$ cat config.mk
export PLATFORM = sky130hd
export DESIGN_NAME = multi_led_calibrator
export DESIGN_NICKNAME = d
export VERILOG_FILES = /design/src/rtl/multi_led_cal_pkg.sv /design/src/rtl/multi_led_calibrator_window.sv /design/src/rtl/multi_led_calibrator.sv
export SDC_FILE = /design/constraint.sdc
export NUM_CORES = 1
export LEC_CHECK = 0
export ABC_AREA = 1
export CAP_MARGIN = 20
export CORE_MARGIN = 4
export CORE_UTILIZATION = 58
export CTS_BUF_LIST = sky130_fd_sc_hd__clkbuf_16
export DETAILED_ROUTE_END_ITERATION = 6
export GPL_TIMING_DRIVEN = 0
export PLACE_DENSITY = 0.81
export SETUP_SLACK_MARGIN = 0.3
export SLEW_MARGIN = 20
export SYNTH_ARGS = -nofsm -noshare
export SYNTH_HDL_FRONTEND = slang
export SYNTH_SLANG_ARGS = --single-unit
$ cat constraint.sdc
create_clock -name CLK -period 2.4 [get_ports CLK]
set_input_delay 0.48 -clock CLK [delete_from_list [all_inputs] [get_ports CLK]]
set_output_delay 0.48 -clock CLK [all_outputs]
set_load 0.01 [all_outputs]
$ cat src/rtl/multi_led_cal_pkg.sv
// Shared FSM/phase encodings and the window average helper for the LED calibrator.
// Pure declarations: no latency, no flow control.
package multi_led_cal_pkg;

  typedef enum logic [2:0] {
    IDLE,
    SETTLE,
    MEAS,
    DC_ADJ,
    PGA_ADJ,
    NEXT_CH,
    OPERATE
  } state_t;

  typedef enum logic {
    DC,
    PGA
  } phase_t;

  localparam int AVG_W = 16;

  // Midpoint of two codes, summed one bit wider so the carry is never lost.
  function automatic logic [AVG_W-1:0] avg_of(input logic [AVG_W-1:0] lo,
                                               input logic [AVG_W-1:0] hi);
    logic [AVG_W:0] sum;
    sum = {1'b0, lo} + {1'b0, hi};
    return sum[AVG_W:1];
  endfunction

endpackage

$ cat src/rtl/multi_led_calibrator_window.sv
// Min/max tracker over WIN_SAMPLES strobed samples; results registered, done one cycle after the last sample.
// No backpressure: a low sample_en simply stalls the window until clear.
module window_minmax #(
  parameter int ADC_W       = 8,
  parameter int WIN_SAMPLES = 8
) (
  input  logic             clk,
  input  logic             rst,
  input  logic             clear,
  input  logic             sample_en,
  input  logic [ADC_W-1:0] adc,
  output logic [ADC_W-1:0] min_val,
  output logic [ADC_W-1:0] max_val,
  output logic             done
);

  localparam int CNT_W = $clog2(WIN_SAMPLES + 1);
  localparam logic [CNT_W-1:0] LAST = CNT_W'(WIN_SAMPLES - 1);

  logic [CNT_W-1:0] cnt;

  always_ff @(posedge clk) begin
    if (rst) begin
      min_val <= '0;
      max_val <= '0;
      cnt     <= '0;
      done    <= 1'b0;
    end else if (clear) begin
      min_val <= '1;
      max_val <= '0;
      cnt     <= '0;
      done    <= 1'b0;
    end else if (sample_en && !done) begin
      if (adc < min_val) min_val <= adc;
      if (adc > max_val) max_val <= adc;
      cnt  <= cnt + 1'b1;
      done <= (cnt == LAST);
    end
  end

endmodule

$ cat src/rtl/multi_led_calibrator.sv
// Per-channel DC/PGA calibration followed by round-robin LED slots; find_setting acts on the next cycle.
// No backpressure: measurement waits on sample_en, operation samples are reported once per slot.
module multi_led_calibrator
  import multi_led_cal_pkg::*;
#(
  parameter int NUM_CH      = 2,
  parameter int ADC_W       = 8,
  parameter int DC_W        = 7,
  parameter int PGA_W       = 4,
  parameter int SETTLE_CYC  = 4,
  parameter int WIN_SAMPLES = 8,
  parameter int SLOT_CYC    = 10,
  parameter int TARGET_LO   = 120,
  parameter int TARGET_HI   = 130,
  parameter int CLIP_LO     = 10,
  parameter int CLIP_HI     = 245
) (
  input  logic                      CLK,
  input  logic                      rst,
  input  logic [ADC_W-1:0]          ADC,
  input  logic                      sample_en,
  input  logic                      find_setting,
  output logic [NUM_CH-1:0]         led_en,
  output logic [DC_W-1:0]           dc_comp,
  output logic [PGA_W-1:0]          pga_gain,
  output logic                      busy,
  output logic                      cal_done,
  output logic                      ch_valid,
  output logic [$clog2(NUM_CH)-1:0] ch_id,
  output logic [ADC_W-1:0]          ch_value,
  output logic [NUM_CH*DC_W-1:0]    ch_dc,
  output logic [NUM_CH*PGA_W-1:0]   ch_pga,
  output logic [NUM_CH-1:0]         ch_sat,
  output logic [NUM_CH-1:0]         ch_clip0
);

  localparam int CH_W  = $clog2(NUM_CH);
  localparam int CNT_W = $clog2(SLOT_CYC + 1);
  localparam int IT_W  = DC_W + 1;

  localparam logic [CNT_W-1:0]  SETTLE_LAST = CNT_W'(SETTLE_CYC - 1);
  localparam logic [CNT_W-1:0]  ACC_FIRST   = CNT_W'(SETTLE_CYC);
  localparam logic [CNT_W-1:0]  REPORT_CYC  = CNT_W'(SLOT_CYC - 2);
  localparam logic [CNT_W-1:0]  SLOT_LAST   = CNT_W'(SLOT_CYC - 1);
  localparam logic [IT_W-1:0]   ITER_CAP    = IT_W'(2 ** DC_W);
  localparam logic [CH_W-1:0]   CH_LAST     = CH_W'(NUM_CH - 1);
  localparam logic [ADC_W-1:0]  T_LO        = ADC_W'(TARGET_LO);
  localparam logic [ADC_W-1:0]  T_HI        = ADC_W'(TARGET_HI);
  localparam logic [ADC_W-1:0]  C_LO        = ADC_W'(CLIP_LO);
  localparam logic [ADC_W-1:0]  C_HI        = ADC_W'(CLIP_HI);

  state_t           state;
  phase_t           phase;
  logic [CH_W-1:0]  ch;
  logic [CNT_W-1:0] cnt;
  logic [IT_W-1:0]  iter;
  logic [ADC_W-1:0] avg;
  logic             clip;
  logic [ADC_W-1:0] last_smp;
  logic             got;

  logic [ADC_W-1:0] win_min;
  logic [ADC_W-1:0] win_max;
  logic             win_done;
  logic [ADC_W-1:0] avg_now;
  logic             clip_now;
  logic [CH_W-1:0]  ch_nxt;
  logic             acc;

  window_minmax #(
    .ADC_W       (ADC_W),
    .WIN_SAMPLES (WIN_SAMPLES)
  ) u_window (
    .clk       (CLK),
    .rst       (rst),
    .clear     (state != MEAS),
    .sample_en (sample_en),
    .adc       (ADC),
    .min_val   (win_min),
    .max_val   (win_max),
    .done      (win_done)
  );

  assign avg_now  = ADC_W'(avg_of(AVG_W'(win_min), AVG_W'(win_max)));
  assign clip_now = (win_min < C_LO) || (win_max > C_HI);
  assign ch_nxt   = (ch == CH_LAST) ? '0 : ch + 1'b1;
  // The report is registered into the final slot cycle, so that cycle's own sample cannot be included.
  assign acc      = sample_en && (cnt >= ACC_FIRST) && (cnt <= REPORT_CYC);

  always_ff @(posedge CLK) begin
    if (rst) begin
      state    <= IDLE;
      phase    <= DC;
      ch       <= '0;
      cnt      <= '0;
      iter     <= '0;
      avg      <= '0;
      clip     <= 1'b0;
      last_smp <= '0;
      got      <= 1'b0;
      led_en   <= '0;
      dc_comp  <= '0;
      pga_gain <= '0;
      busy     <= 1'b0;
      cal_done <= 1'b0;
      ch_valid <= 1'b0;
      ch_id    <= '0;
      ch_value <= '0;
      ch_dc    <= '0;
      ch_pga   <= '0;
      ch_sat   <= '0;
      ch_clip0 <= '0;
    end else if (find_setting) begin
      state    <= SETTLE;
      phase    <= DC;
      ch       <= '0;
      cnt      <= '0;
      iter     <= '0;
      got      <= 1'b0;
      led_en   <= NUM_CH'(1);
      dc_comp  <= '0;
      pga_gain <= '0;
      busy     <= 1'b1;
      cal_done <= 1'b0;
      ch_valid <= 1'b0;
    end else begin
      ch_valid <= 1'b0;
      case (state)
        IDLE: ;
        SETTLE: begin
          if (cnt == SETTLE_LAST) begin
            cnt   <= '0;
            state <= MEAS;
          end else begin
            cnt <= cnt + 1'b1;
          end
        end
        MEAS: begin
          if (win_done) begin
            avg   <= avg_now;
            clip  <= clip_now;
            state <= (phase == DC) ? DC_ADJ : PGA_ADJ;
          end
        end
        DC_ADJ: begin
          if (avg < T_LO && dc_comp != '0 && iter != ITER_CAP) begin
            dc_comp <= dc_comp - 1'b1;
            iter    <= iter + 1'b1;
            state   <= SETTLE;
          end else if (avg > T_HI && dc_comp != '1 && iter != ITER_CAP) begin
            dc_comp <= dc_comp + 1'b1;
            iter    <= iter + 1'b1;
            state   <= SETTLE;
          end else begin
            // In band, pinned at a code limit, or out of iterations: keep the code, tune gain next.
            ch_dc[ch*DC_W +: DC_W] <= dc_comp;
            ch_sat[ch]             <= (avg < T_LO) || (avg > T_HI);
            pga_gain               <= '0;
            phase                  <= PGA;
            state                  <= SETTLE;
          end
        end
        PGA_ADJ: begin
          if (clip || pga_gain == '1) begin
            ch_pga[ch*PGA_W +: PGA_W] <= (clip && pga_gain != '0) ? pga_gain - 1'b1 : pga_gain;
            ch_clip0[ch]              <= clip && (pga_gain == '0);
            state                     <= NEXT_CH;
          end else begin
            pga_gain <= pga_gain + 1'b1;
            state    <= SETTLE;
          end
        end
        NEXT_CH: begin
          if (ch != CH_LAST) begin
            ch       <= ch_nxt;
            led_en   <= NUM_CH'(1) << ch_nxt;
            dc_comp  <= '0;
            pga_gain <= '0;
            phase    <= DC;
            iter     <= '0;
            state    <= SETTLE;
          end else begin
            ch       <= '0;
            led_en   <= NUM_CH'(1);
            dc_comp  <= ch_dc[DC_W-1:0];
            pga_gain <= ch_pga[PGA_W-1:0];
            busy     <= 1'b0;
            cal_done <= 1'b1;
            cnt      <= '0;
            got      <= 1'b0;
            state    <= OPERATE;
          end
        end
        OPERATE: begin
          if (acc) begin
            last_smp <= ADC;
            got      <= 1'b1;
          end
          if (cnt == REPORT_CYC && (got || acc)) begin
            ch_valid <= 1'b1;
            ch_id    <= ch;
            ch_value <= acc ? ADC : last_smp;
          end
          if (cnt == SLOT_LAST) begin
            cnt      <= '0;
            got      <= 1'b0;
            ch       <= ch_nxt;
            led_en   <= NUM_CH'(1) << ch_nxt;
            dc_comp  <= ch_dc[ch_nxt*DC_W +: DC_W];
            pga_gain <= ch_pga[ch_nxt*PGA_W +: PGA_W];
          end else begin
            cnt <= cnt + 1'b1;
          end
        end
        default: state <= IDLE;
      endcase
    end
  end

endmodule

### Word level (Yosys, flattened, before mapping)

Index checks and enable logic that the tools add are counted.

| word-level totals | value |
|---|---|
| register bits | 107 |
| bits of input ports | 12 |
| output and inout bits | 51 |
| logic and storage cells | 199 |

| operators by class | value |
|---|---|
| add/subtract/negate cells | 11 |
| multiply operators | 2 |
| order comparisons | 10 |
| equal/unequal tests | 28 |
| shifts and indexed selects | 7 |
| mux-type cells | 56 |
| bitwise gates (word level) | 5 |
| reduce and logical (&&, ||, !) cells | 53 |

Operators with widths:

| cell | count |
|---|---|
| 8-bit 2-to-1 mux | 7 |
| 4-bit 2-to-1 mux | 9 |
| 3-bit negation with 34-bit output | 1 |
| 4-bit negation with 34-bit output | 1 |
| 4-bit by 34-bit variable shift with 8-bit output (first input constant) | 1 |
| 7-bit by 34-bit variable shift with 14-bit output (first input constant) | 1 |
| 4-bit by 34-bit variable part select with 8-bit output | 1 |
| 7-bit by 34-bit variable part select with 14-bit output | 1 |
| 7-bit 2-to-1 mux | 4 |
| 3-bit AND reduction | 8 |
| 7-bit one-hot mux with 3 select lines | 1 |
| 3-bit one-hot mux with 6 select lines | 1 |
| 8-bit > comparator (second input constant) | 2 |
| 4-bit one-hot mux with 4 select lines | 1 |
| 8-bit one-hot mux with 2 select lines | 1 |
| 2-bit AND reduction | 8 |
| 1-bit 2-to-1 mux | 15 |
| 3-bit 2-to-1 mux | 5 |
| 14-bit bitwise mux | 1 |
| 2-bit inequality test (second input constant) | 7 |
| 14-bit by 5-bit variable part select with 7-bit output | 1 |
| 4-bit by 1-bit adder with 4-bit output (second input constant) | 3 |
| 4-bit equality test (second input constant) | 3 |
| 3-bit inequality test (second input constant) | 4 |
| 47 further kinds | 85 |

### Depth between registers and ports, before layout

Gate-level depths: netlist of run 1.

| logic depth | value |
|---|---|
| depth after elaboration | 6 |
| gate-level depth with buffers | 16 |

### By module

Synthesis of run 1 repeated with hierarchy kept, for this count alone.

| unflattened totals | value |
|---|---|
| cells, all modules | 894 |
| area total of the unflattened synthesis | 6009.5 um^2 |

Modules (own cells, without submodules):

| module | instances | cells an instance | area each (um^2) | seq. area each (um^2) |
|---|---|---|---|---|
| multi_led_calibrator | 1 | 717 | 4708.3 | 1701.6 |
| window_minmax | 1 | 177 | 1301.2 | 420.4 |

### Worst setup path after synthesis of run 1

No wires, ideal clock.

| timing | value |
|---|---|
| kind | register to register |
| start | reg iter[0] |
| end | reg dc_comp[4] |
| library setup time | 113 ps |
| data arrival time | 2046 ps |
| path slack | 241 ps |
| stages on the path, launching flop included | 17 |
| buffers on the path | 0 |
| period minus slack after synthesis | 2159 ps |
| path through | dfxtp_1 -> inv_1 -> ha_1 -> nand2_1 -> nor2_1 -> nand2_2 -> nand3_4 -> inv_1 -> ha_1 -> a21oi_1 -> nand2_1 -> o21ai_0 -> a21oi_1 -> nor2_1 -> nand2_1 -> nand2_1 -> nor2_1 |

| on the way | value |
|---|---|
| cells in the longest elaborated chain, start to end | 4 |
| elaborated cells on any way between the ends | 7 |
| those cells by class | eq/ne: 2; mux: 2; reduce/logical: 3 |

Ends and longest elaborated chain:

| element | line | source |
|---|---|---|
| from (decl) | multi_led_calibrator.sv:56 | `logic [IT_W-1:0] iter;` |
| from (signal assigned) | multi_led_calibrator.sv:148 | `iter <= iter + 1'b1;` |
| from (signal assigned) | multi_led_calibrator.sv:152 | `iter <= iter + 1'b1;` |
| 8-bit inequality test (*) | multi_led_calibrator.sv:146, multi_led_calibrator.sv:150 |  |
| 1-bit logical AND, on equally long branches | multi_led_calibrator.sv:146, multi_led_calibrator.sv:150 |  |
| 3-bit inequality test (no line) or 7-bit 2-to-1 mux (tied branches) | - |  |
| 3-bit AND reduction (no line) or 7-bit one-hot mux with 3 select lines (tied branches) | - |  |
| to (signal assigned) | multi_led_calibrator.sv:147 | `dc_comp <= dc_comp - 1'b1;` |
| to (signal assigned) | multi_led_calibrator.sv:151 | `dc_comp <= dc_comp + 1'b1;` |
| to (signal assigned) | multi_led_calibrator.sv:185 | `dc_comp <= ch_dc[DC_W-1:0];` |
| to (decl) | multi_led_calibrator.sv:24 | `output logic [DC_W-1:0] dc_comp,` |

Mark *: on every way between the ends. The rest lies on a longest branch, timed or not.
A chain may end at the register's enable or synchronous reset.

### Worst setup path after layout of run 1

| timing | value |
|---|---|
| start | reg iter[0] |
| end | reg dc_comp[5] |

The elaborated chain is that of the path after synthesis.

==> results of run 1 <==
-- logic make-up after synthesis --
group                    after synthesis  synth area share (%)
AO/OA/AOI/OAI                        182                  16.3
AND/OR/NAND/NOR                      408                  29.9
adder cells (fa/ha/maj)               37                  7.75
XOR/XNOR                              11                  1.56
buffers and inverters                154                  10.0
flip-flops                           106                  34.4
-- sequential cells by signal (all words and copies together), names as in the netlist, 2 cells and up --
name / flops
avg: 8
ch_sat: 2
ch_clip0: 2
pga_gain: 4
u_window.cnt: 4
iter: 8
led_en: 2
last_smp: 8
state: 3
ch_value: 8
ch_pga: 8
cnt: 4
u_window.max_val: 8
ch_dc: 14
dc_comp: 7
u_window.min_val: 8
-- Yosys cell counts, types with 2 or more instances --
master	instances	area, µm²
nor3_1	9	45.0
nor2_2	5	31.3
buf_6	2	22.5
dfxtp_1	106	2120
fa_1	2	40.0
clkbuf_1	9	33.8
nand3_1	57	285
nor3b_1	3	22.5
inv_1	116	435
nor2_1	101	379
a211oi_1	2	15.0
nand2_2	9	56.3
xor2_1	10	87.6
nand2_4	6	67.6
nand3_2	2	20.0
o21ai_1	10	50.1
o21ai_2	2	17.5
a21oi_1	88	440
a21oi_2	9	78.8
nor2_4	2	22.5
ha_1	35	438
buf_2	7	35.0
o21ai_0	56	280
o21a_1	2	15.0
nand4_1	7	43.8
nand3b_1	2	15.0
nor4_1	2	12.5
nand3_4	2	35.0
o22ai_1	2	12.5
or2_2	4	25.0
nand2_1	193	724
o211ai_1	5	37.5
inv_2	14	52.6
buf_4	2	15.0
-- worst max-delay path: cells and delay by family, from the launching register on --
| kind | cells | cell delay [ns] |
|---|---|---|
| and+or+nand+nor | 9 | 1.04 |
| AOI/OAI and AO/OA | 1 | 0.14 |
| buffers and inverters | 2 | 0.13 |
| DFF | 1 | 0.33 |
| adders and majority gates | 2 | 0.46 |
-- cell type report --
class	instances	area, µm²	area share [%]
multi-input cells	638	3600	47.9
clock inverters	7	75.1	0.997
inverters	133	515	6.84
well taps	136	170	2.26
flip-flops and latches	106	2130	28.3
clock buffers	9	225	2.99
plain buffers	21	116	1.55
repair buffers	71	691	9.17
-- cells in the final DEF (no fill, tap or decap), drive strengths merged, types with 5 or more instances in the layout --
cell and count:
xor2 10, nand2 208, o211ai 5, o21ai 68, nand3 61, nor2 108
ha 35, buf 21, nor3 11, inv 133, clkdlybuf4s50 61, nand4 8
clkbuf 18, dfxtp 106, a21oi 98
-- per-stage QoR --
| stage | TNS (ns) | worst slack (ns) | power, mW | hold WS (ns) |
|---|---|---|---|---|
| 3_5_place_dp | -1.02 | -0.152 | 2.07 | 0.448 |
| 4_1_cts | 0 | 0.296 | 3.57 | 0.458 |
| 5_1_grt | 0 | 0.205 | 3.69 | 0.482 |
| 6_report | 0 | 0.188 | 3.57 | 0.456 |
| 3_3_place_gp | -0.924 | -0.110 | 2.07 | 0.438 |
| 2_1_floorplan | 0 | 0.308 | 1.99 | 0.453 |
-- metal layers --
metal	vias to the layer above	part of all wire (%)	track usage, %
met4	0	2.5	9.57
met1	2793	43	31.1
met5	-	0	0
met3	46	5.6	4.59
li1	3081	-	-
met2	201	49	44.9
-- worst paths after layout --
check                       endpoint  cells past startpoint                   from
max          dc_comp[5]$_SDFFE_PP0P_                     14   iter[0]$_SDFFE_PP0P_
min            cal_done$_SDFFE_PP0P_                      2  cal_done$_SDFFE_PP0P_
min reg2reg    cal_done$_SDFFE_PP0P_                      2  cal_done$_SDFFE_PP0P_
max reg2reg  dc_comp[5]$_SDFFE_PP0P_                     14   iter[0]$_SDFFE_PP0P_
-- power by group through the flow --
stage | clock [mW] | sequential, mW | combinational [mW]
finish | 1.52 | 1.79 | 0.270
global route | 1.60 | 1.79 | 0.300
floorplan | 0 | 1.83 | 0.163
global placement | 0 | 1.83 | 0.242
CTS | 1.53 | 1.79 | 0.254
detailed placement | 0 | 1.83 | 0.246
-- timing repair --
item | 4_1_cts | 5_1_grt
pin swaps | 6 | 16
buffers inserted | 6 | 3
hold buffers | 0 | 0
endpoints found under the setup margin | 14 | 45
gates resized for setup | 19 | 37
==> out/results.tsv, run 1 <==
stage	metric	value	unit
status	status	completed	
placed_design	dpl.cell_count	1096	
worst_setup_path	crit_arrival	2.46	ns
final_layout	num-fill-cells	848	
cts	clock_sinks	106	
power_and_ir_drop	switching_share	24.7	%
power_and_ir_drop	powerDensity	475	nW/µm²
detailed_routing	antenna_left	0	
power_and_ir_drop	p_leak	3.26	nW
global_routing	grt_overflow_total	0	
worst_setup_path	required	2.64	ns
global_routing	grt_max_degree	19	
yosys	ys_types	49	
power_and_ir_drop	peakVddDrop	0.000380	V
yosys	seq_area_frac_synth	34.4	%
final_layout	utilization	72.9	%
cts	cts_buffer_depth	2	
worst_hold_path	hp-class	register to register	
sta	slew_headroom	51.6	%
worst_setup_path	cp_max_fo	7	
worst_setup_path	cp_cell_sequence	inv_2 > ha_4 > nand2_2 > nor2_2 > nand2_2 > nand3_4 > inv_8 > ha_4 > nand2_1 > nor3_2 > o21ai_0 > nor3b_2 > nor2_1 > nor2_1	
yosys	synthesis.area	6170	µm²
power_and_ir_drop	internal_power	2.69	mW
detailed_routing	avgViaCountPerCell	5.46	
die	fp.dieArea	12300	µm²
sta	fin_skew	0.00719	ns
worst_setup_path	slowest_stage	dfxtp_2	
final_layout	fin_area	7530	µm²
yosys	synth.avg_cell_area	6.87	µm²
sta	period_share	92.2	%
placed_design	dp.final_hpwl	11600	µm
cts	clkSlewWorstSetupHoldPaths	0.07	ns
power_and_ir_drop	clkPwrFrac	42.5	%
placed_design	io_buffers	62	
final_layout	finalNetCount	1029	
placed_design	place_area	6990	µm²
global_routing	grt_pass1_vias	5694	
detailed_routing	first_pass_iters	5	
worst_setup_path	critPathLaunchType	register	
die	die_h	111	µm
die	die-width	111	µm
detailed_routing	post-route-drc-count	0	
yosys	syn-num-nets	947	
final_layout	diodes	0	
detailed_routing	drt-initial-drc-count	382	
die	core	10300	µm²
global_routing	grtUsageTotal	25.5	%
global_routing	antenna_found_initial	0	
final_layout	area_growth	22.1	%
detailed_routing	wl	16200	µm
yosys	ys_async_sr_fraction	0	%
placed_design	gp_congestion	0.986	
power_and_ir_drop	comb_power_share	7.5	%
yosys	syn_inst	898	
power_and_ir_drop	power.switching	883	µW
die	start_util	59.8	%
power_and_ir_drop	seqPwrFrac	50.0	%
run	maxCapViolCount	0	
die	placementRows	37	
detailed_routing	vias	6121	
cts	root_buffer	clkbuf_16	
cts	clkLatencyLatePin	0.35	ns
final_layout	drive_gt1_share	13.9	%
yosys	ys_ff_latch	106	
sta	drv_slew	0	
worst_setup_path	slowest_delay	0.33	ns
sta	hold_violations	0	
sta	rsz0062_at_grt	true	
die	num_io_pins	63	
sta	final-setup-viol-count	0	
global_routing	grt_pass1_wl	26400	µm
worst_setup_path	crit_type	register to register	
cts	cts_max_level	3	
detailed_routing	wl_per_cell	14.5	µm
worst_setup_path	r2r_slack	0.19	ns
worst_setup_path	cp-end-kind	register	
sta	fmax	452	MHz
cts	numCtsBuffers	9	
yosys	synth_warnings	0	
yosys	synth_edf_count	0	
cts	cts_tree	yes	
final_layout	stdcell_count	1121	
sta	period_needed	2.21	ns
sta	worst_pin_slew	0.726	ns
yosys	synthFlopType	dfxtp_1	
No activity file was read; power rests on OpenSTA's default activity.
==> inputs of run 2 (changes only) <==
Settings changed: SLEW_MARGIN 20 to 10.
==> results of run 2 <==
No change in the layout: final DEF, timing and power equal those of run 1.
